### src/rtl/neopixel_load_sequencer.sv
// neopixel_load_sequencer
// Programs an external NeoPixel controller: writes a fixed three-entry colour
// table with load_color, waits for the controller to accept send_it once,
// then parks in DONE until the next reset.
module neopixel_load_sequencer #(
    parameter int NUM_LOADS = 3
) (
    input  logic       clock,
    input  logic       reset,
    input  logic       ready_to_load,
    input  logic       ready_to_send,
    input  logic       neo_data,
    output logic       load_color,
    output logic       send_it,
    output logic [2:0] pixel_index,
    output logic [1:0] color_index,
    output logic [7:0] color_level
);

    typedef enum logic [1:0] {
        LOAD = 2'd0,
        SEND = 2'd1,
        DONE = 2'd2
    } state_t;

    localparam logic [1:0] LAST_ENTRY = 2'(NUM_LOADS - 1);

    state_t     currstate;
    state_t     nextstate;
    logic [1:0] entry;
    logic [1:0] entry_next;
    logic [1:0] table_idx;

    // The controller's serial output is only brought in for board-level probing.
    logic neo_data_unused;
    assign neo_data_unused = neo_data;

    // Next-state and entry-advance decision from the current state and ready inputs.
    always_comb begin
        // NOTE: every signal assigned here gets a default first, so no path
        // can leave it unassigned and infer a latch.
        nextstate  = currstate;
        entry_next = entry;
        case (currstate)
            LOAD: begin
                if (ready_to_load) begin
                    if (entry == LAST_ENTRY) begin
                        nextstate = SEND;
                    end else begin
                        entry_next = entry + 2'd1;
                    end
                end
            end
            SEND: begin
                if (ready_to_send) begin
                    nextstate = DONE;
                end
            end
            default: begin
                nextstate = DONE;
            end
        endcase
    end

    // State and entry registers; reset restarts the sequence from the first entry.
    always_ff @(posedge clock or posedge reset) begin
        // NOTE: sequential state uses non-blocking assignments so every
        // register samples the pre-edge values, independent of statement order.
        if (reset) begin
            currstate <= LOAD;
            entry     <= 2'd0;
        end else begin
            currstate <= nextstate;
            entry     <= entry_next;
        end
    end

    // Strobes follow their enabling ready input in the same cycle; held low in reset.
    always_comb begin
        load_color = 1'b0;
        send_it    = 1'b0;
        if (!reset) begin
            case (currstate)
                LOAD:    load_color = ready_to_load;
                SEND:    send_it    = ready_to_send;
                default: ;
            endcase
        end
    end

    // Fields show the entry being written in LOAD, and the last entry afterwards.
    always_comb begin
        table_idx = (currstate == LOAD) ? entry : LAST_ENTRY;
        case (table_idx)
            2'd0: begin
                pixel_index = 3'd0;
                color_index = 2'd0;
                color_level = 8'h80;
            end
            2'd1: begin
                pixel_index = 3'd1;
                color_index = 2'd1;
                color_level = 8'h40;
            end
            default: begin
                pixel_index = 3'd4;
                color_index = 2'd2;
                color_level = 8'hFF;
            end
        endcase
    end

endmodule

### config.mk
export PLATFORM = sky130hd
export DESIGN_NAME = neopixel_load_sequencer
export DESIGN_NICKNAME = d
export VERILOG_FILES = /design/src/rtl/neopixel_load_sequencer.sv
export SDC_FILE = /design/constraint.sdc
export NUM_CORES = 1
export LEC_CHECK = 0
export CAP_MARGIN = 25
export CORE_AREA = 10 10 47 49
export DETAILED_ROUTE_END_ITERATION = 10
export DIE_AREA = 0 0 57 59
export GPL_TIMING_DRIVEN = 0
export PLACE_DENSITY = 0.53
export SYNTH_ARGS = -nofsm -noshare
export SYNTH_HDL_FRONTEND = slang
export SYNTH_SLANG_ARGS = --single-unit
### constraint.sdc
create_clock -name clock -period 1.8 [get_ports clock]
set_clock_uncertainty 0.15 [all_clocks]
set_input_delay 0.18 -clock clock [delete_from_list [all_inputs] [get_ports clock]]
set_output_delay 0.18 -clock clock [all_outputs]
set_load 0.02 [all_outputs]
==> Yosys cells after proc, flatten, opt, wreduce, memory -nomap -nowiden <==
Index checks and enable logic that the tools add are counted.
{ "op_classes": {"shifts": 0, "eq_ne": 6, "n_reduce_logical": 4, "muxes": 12, "n_addsub": 1, "n_mul": 0, "n_lt_le_gt_ge": 0, "div_mod_pow": 0, "n_bitwise": 1} }
{ "ops": {"columns": ["operator", "n"], "rows": [
  ["one-hot mux 8 bit (2 select lines)", 1],
  ["2-to-1 mux 2 bit", 4],
  ["one-hot mux 2 bit (2 select lines)", 2],
  ["!= test 2 bit, second input constant", 3],
  ["one-hot mux 3 bit (2 select lines)", 1],
  ["AND reduction 3 bit", 2],
  ["== test 2 x 1 -> 1 bit, second input constant", 2],
  ["logical NOT 2 bit", 2],
  ["2-to-1 mux 1 bit", 4],
  ["adder 2 x 1 -> 2 bit, second input constant", 1],
  ["== test 2 bit, second input constant", 1],
  ["inverter 1 bit", 1]
]} }
{ "word_totals": {"elab_cells": 26, "memories": 0, "output_inout_bits": 15, "ram_bits": 0, "regBits": 4, "rom_bits": 0, "latchBits": 0} }

==> Longest topological paths before layout <==
{ "logic_depth": {"ltp_word": 4, "mapped_depth": 4, "ltp_nobuf": 4} }

==> Worst setup path after synthesis <==
Ideal clock, no wire load.
{ "synth_timing": {"path_kind": "flip-flop to output port", "startpoint": "register currstate[0]", "endpoint": "output port pixel_index[0]", "arrival_ns": 1.445, "path_stages_with_launch": 4, "setup_slack_ns": 0.025, "path_cell_list": "dfrtp_1 -> or3_4 -> nor2_1 -> buf_4"} }
{ "synth_via": {"elab_chain_cells": 4, "elab_cells_between_ends": 5, "cone_classes": "1 x eq/ne; 2 x mux; 2 x reduce/logical"} }
{ "synth_rtl": {"columns": ["element", "line_no", "text"], "rows": [
  ["start, declared", "28", "state_t currstate;"],
  ["start signal, assigned", "73", "currstate <= nextstate;"],
  ["logical NOT 2 bit *", "93", "table_idx = (currstate == LOAD) ? entry : LAST_ENTRY;"],
  ["2-to-1 mux 2 bit *", "93", null],
  ["== test 2 x 1 -> 1 bit / logical NOT 2 bit (equally long branches)", "94", "case (table_idx)"],
  ["one-hot mux 3 bit (2 select lines) *", "94", null],
  ["end, declared", "15", "output logic [2:0] pixel_index,"]
]} }
Every way passes the cells marked *; elsewhere a longest branch is shown, timed or not.

==> Final worst setup path <==
{ "layout_timing": {"startpoint": "register entry[1]", "endpoint": "output port color_level[7]"} }
{ "layout_via": {"elab_chain_cells": 3, "elab_cells_between_ends": 4, "cone_classes": "1 x eq/ne; 2 x mux; 1 x reduce/logical"} }
{ "layout_rtl": {"columns": ["element", "line_no", "text"], "rows": [
  ["start, declared", "30", "logic [1:0] entry;"],
  ["start signal, assigned", "74", "entry <= entry_next;"],
  ["2-to-1 mux 2 bit *", "93", null],
  ["== test 2 x 1 -> 1 bit / logical NOT 2 bit (equally long branches)", "94", null],
  ["one-hot mux 8 bit (2 select lines) *", "94", null],
  ["end, declared", "17", "output logic [7:0] color_level"]
]} }
Marks and branches as above.

==> flow_summary.ini <==
[synthesis]
synth_area_leader_cell = dfrtp_1
synth_area_per_cell_um2 = 9.34
synthesis.area_um2 = 299
ys_seq_area_share_pct = 33.5
synthCells = 32
postSynthRegisterBits = 4
synth.area.top_cells = dfrtp_1 (33%), buf_4 (23%), nand2b_1 (6.3%)
synth_nets = 38
synth_top_area_share_pct = 33.5
synth-warning-count = 0
ys_types = 17

[layout]
final_nets = 63
diodes = 0
layout-drive-gt1-share_pct = 56.4
area_growth_pct = 66.5

[global_route]
grt.total_usage_pct = 4.83
grt_util_met3_pct = 2.36
grt-busiest-layer = met2
grt_pass1_vias = 280
grt_pass1_wl_mm = 1.30
grt_max_degree = 8
grt.met2_usage_pct = 6.98
use_met1_pct = 5.19
gr-total-overflow = 0
antenna_found_initial = 0

[power_and_ir_drop]
power.share.switching_pct = 41.3
irDropWorstVdd_v = 0.000571
power.switching_w = 0.000283
power_frac_seq_pct = 24.6
p_per_area_nw_per_um2 = 1380
intPower_w = 0.000403
clock_power_share_pct = 15.7
leakagePower_nw = 0.232
combPwrFrac_pct = 59.8

[cts]
root_buffer = clkbuf_4
clockBufferDepth = 2
numCtsBuffers = 3
numClockSinks = 4
cts_hold_buf = 0
clkTransAtPathRegs_ns = 0.04
clkLatencyLatePin_ns = 0.23
cts_tree = done
htreeDepth = 1

[route]
drtIter0Drc = 3
post_drt_via_cell_ratio = 3.80
drtAntennaViolNets = 0
first_pass_iters = 3
vias = 270
routed_wirelength_um = 778
drc = 0
wl_per_cell_um = 11.0

[critical_path]
cp-end-kind = primary output
path_max_fanout = 6
cp.required_ns = 1.47
reg2reg_slack_ns = 0.34
r2r_cells = 4
timing.rr.end = entry[1]
startpoint_type = flip-flop
worstSetupPathType = reg -> out
cp-startpoint = entry[1]
r2r-start = entry[0]
worstPathArrival_ns = 1.45

[outcome]
status = complete, no violations

[floorplan]
die-area_um2 = 3360
ios = 20
num_rows = 14
core_um2 = 1400
initial_utilization_pct = 21.3
die_x_um = 57
die_y_um = 59

[timing]
setup_viol = 0
slew_viol_final = 0
whs_ns = 0.0468
rsz0062_at_grt = true
fmax_mhz = 561
fin_crit_sh_pct = 99.0
fin_crit_ns = 1.78
fin_ws_ns = 0.0177
hold_violations = 0

[run]
max_cap_violations = 0

[place]
place.gp.congestion = 0.647
pre_cts_slack_ns = -0.273
port-buffer-count = 17

[hold_path]
hp-class = in -> async
## per-stage QoR
stage                     total power [W]  std cells  util (%)  setup TNS, ns  cell area (µm²)
after floorplan                  0.000432         32         -              0              299
after global placement           0.000603         65      34.9          -1.47              489
after detailed placement         0.000603         65      34.9          -1.54              489
after CTS                        0.000717         71      37.9       -0.00139              531
after global routing             0.000750         71      35.5        -0.0494              498
final                            0.000686         71      35.5              0              498
## cell type report
cell class	count	area, µm²
Inverter	3	11.3
Timing Repair Buffer	19	140
Fill cell	146	903
Tap cell	16	20.0
Clock buffer	3	22.5
Sequential cell	4	103
Buffer	9	67.6
Multi-Input combinational cell	17	134
## power by group through the flow
stage          combinational [W]  sequential (W)  clock, W
5_1_grt                 0.000455        0.000176  0.000119
3_3_place_gp            0.000444        0.000159         0
4_1_cts                 0.000434        0.000169  0.000114
6_report                0.000410        0.000169  0.000108
2_1_floorplan           0.000280        0.000152         0
3_5_place_dp            0.000445        0.000159         0
## cell usage in the layout (no fill, tap or decap)
master,synthesis,final
a21oi_1,1,1
buf_6,0,1
dfrtp_2,0,2
ha_1,1,1
dlygate4sd2_1,0,3
dfrtp_1,4,2
nor3_1,1,1
inv_1,3,3
nand2b_1,3,3
xnor2_1,1,1
buf_4,9,14
conb_1,1,1
clkdlybuf4s50_1,0,3
nor2_2,0,1
mux2i_1,1,1
nor4b_1,1,1
or3_4,1,2
clkbuf_4,0,3
nand2_1,1,1
nor4b_2,1,1
nand3b_1,1,1
buf_2,0,7
or2_1,1,1
## worst max path at each step
stage / slack (ns) / cells after the start / endpoint
after floorplan: 0.03 / 3 / pixel_index[0]
after global placement: -0.26 / 4 / pixel_index[0]
after detailed placement: -0.27 / 4 / pixel_index[0]
after CTS: -0.001 / 3 / color_level[4]
after global routing: -0.05 / 3 / color_level[7]
final: 0.02 / 3 / color_level[7]
## timing repair
item,in CTS,in global routing
pin swaps,1,1
buffers inserted,2,0
setup endpoints to repair,14,9
gates resized for setup,44,9
cloned,1,0
## cells by family after synthesis
group,after synthesis,share of synthesized area [%]
XOR/XNOR,1,2.93
multiplexers,1,3.35
buffers and inverters,12,26.4
other,1,1.25
AND/OR/NAND/NOR,11,26.8
flip-flops,4,33.5
AO/OA/AOI/OAI,1,1.67
adder cells (fa/ha/maj),1,4.18
## registers in the layout, indices dropped and copies added, names as in the netlist
signal / cells
currstate: 2
entry: 2
## synth_stat cells, drive strengths merged
| library cell | n |
|---|---|
| nor4b | 2 |
| nand3b | 1 |
| conb | 1 |
| buf | 9 |
| nor3 | 1 |
| a21oi | 1 |
| nand2b | 3 |
| or3 | 1 |
| dfrtp | 4 |
| or2 | 1 |
| inv | 3 |
| xnor2 | 1 |
| nor2 | 1 |
| nand2 | 1 |
| ha | 1 |
| mux2i | 1 |
## per-layer routing
metal	wire, µm	part of all wire, %
met1	314	40
met2	387	50
met3	76	9.8
met4	0	0
met5	0	0
## critical path, cell delays in order, from the launching register on
cell,delay (ns)
dfrtp_1,0.40
or3_4,0.43
or2_1,0.25
buf_6,0.13
(Power assumes the default switching activity.)
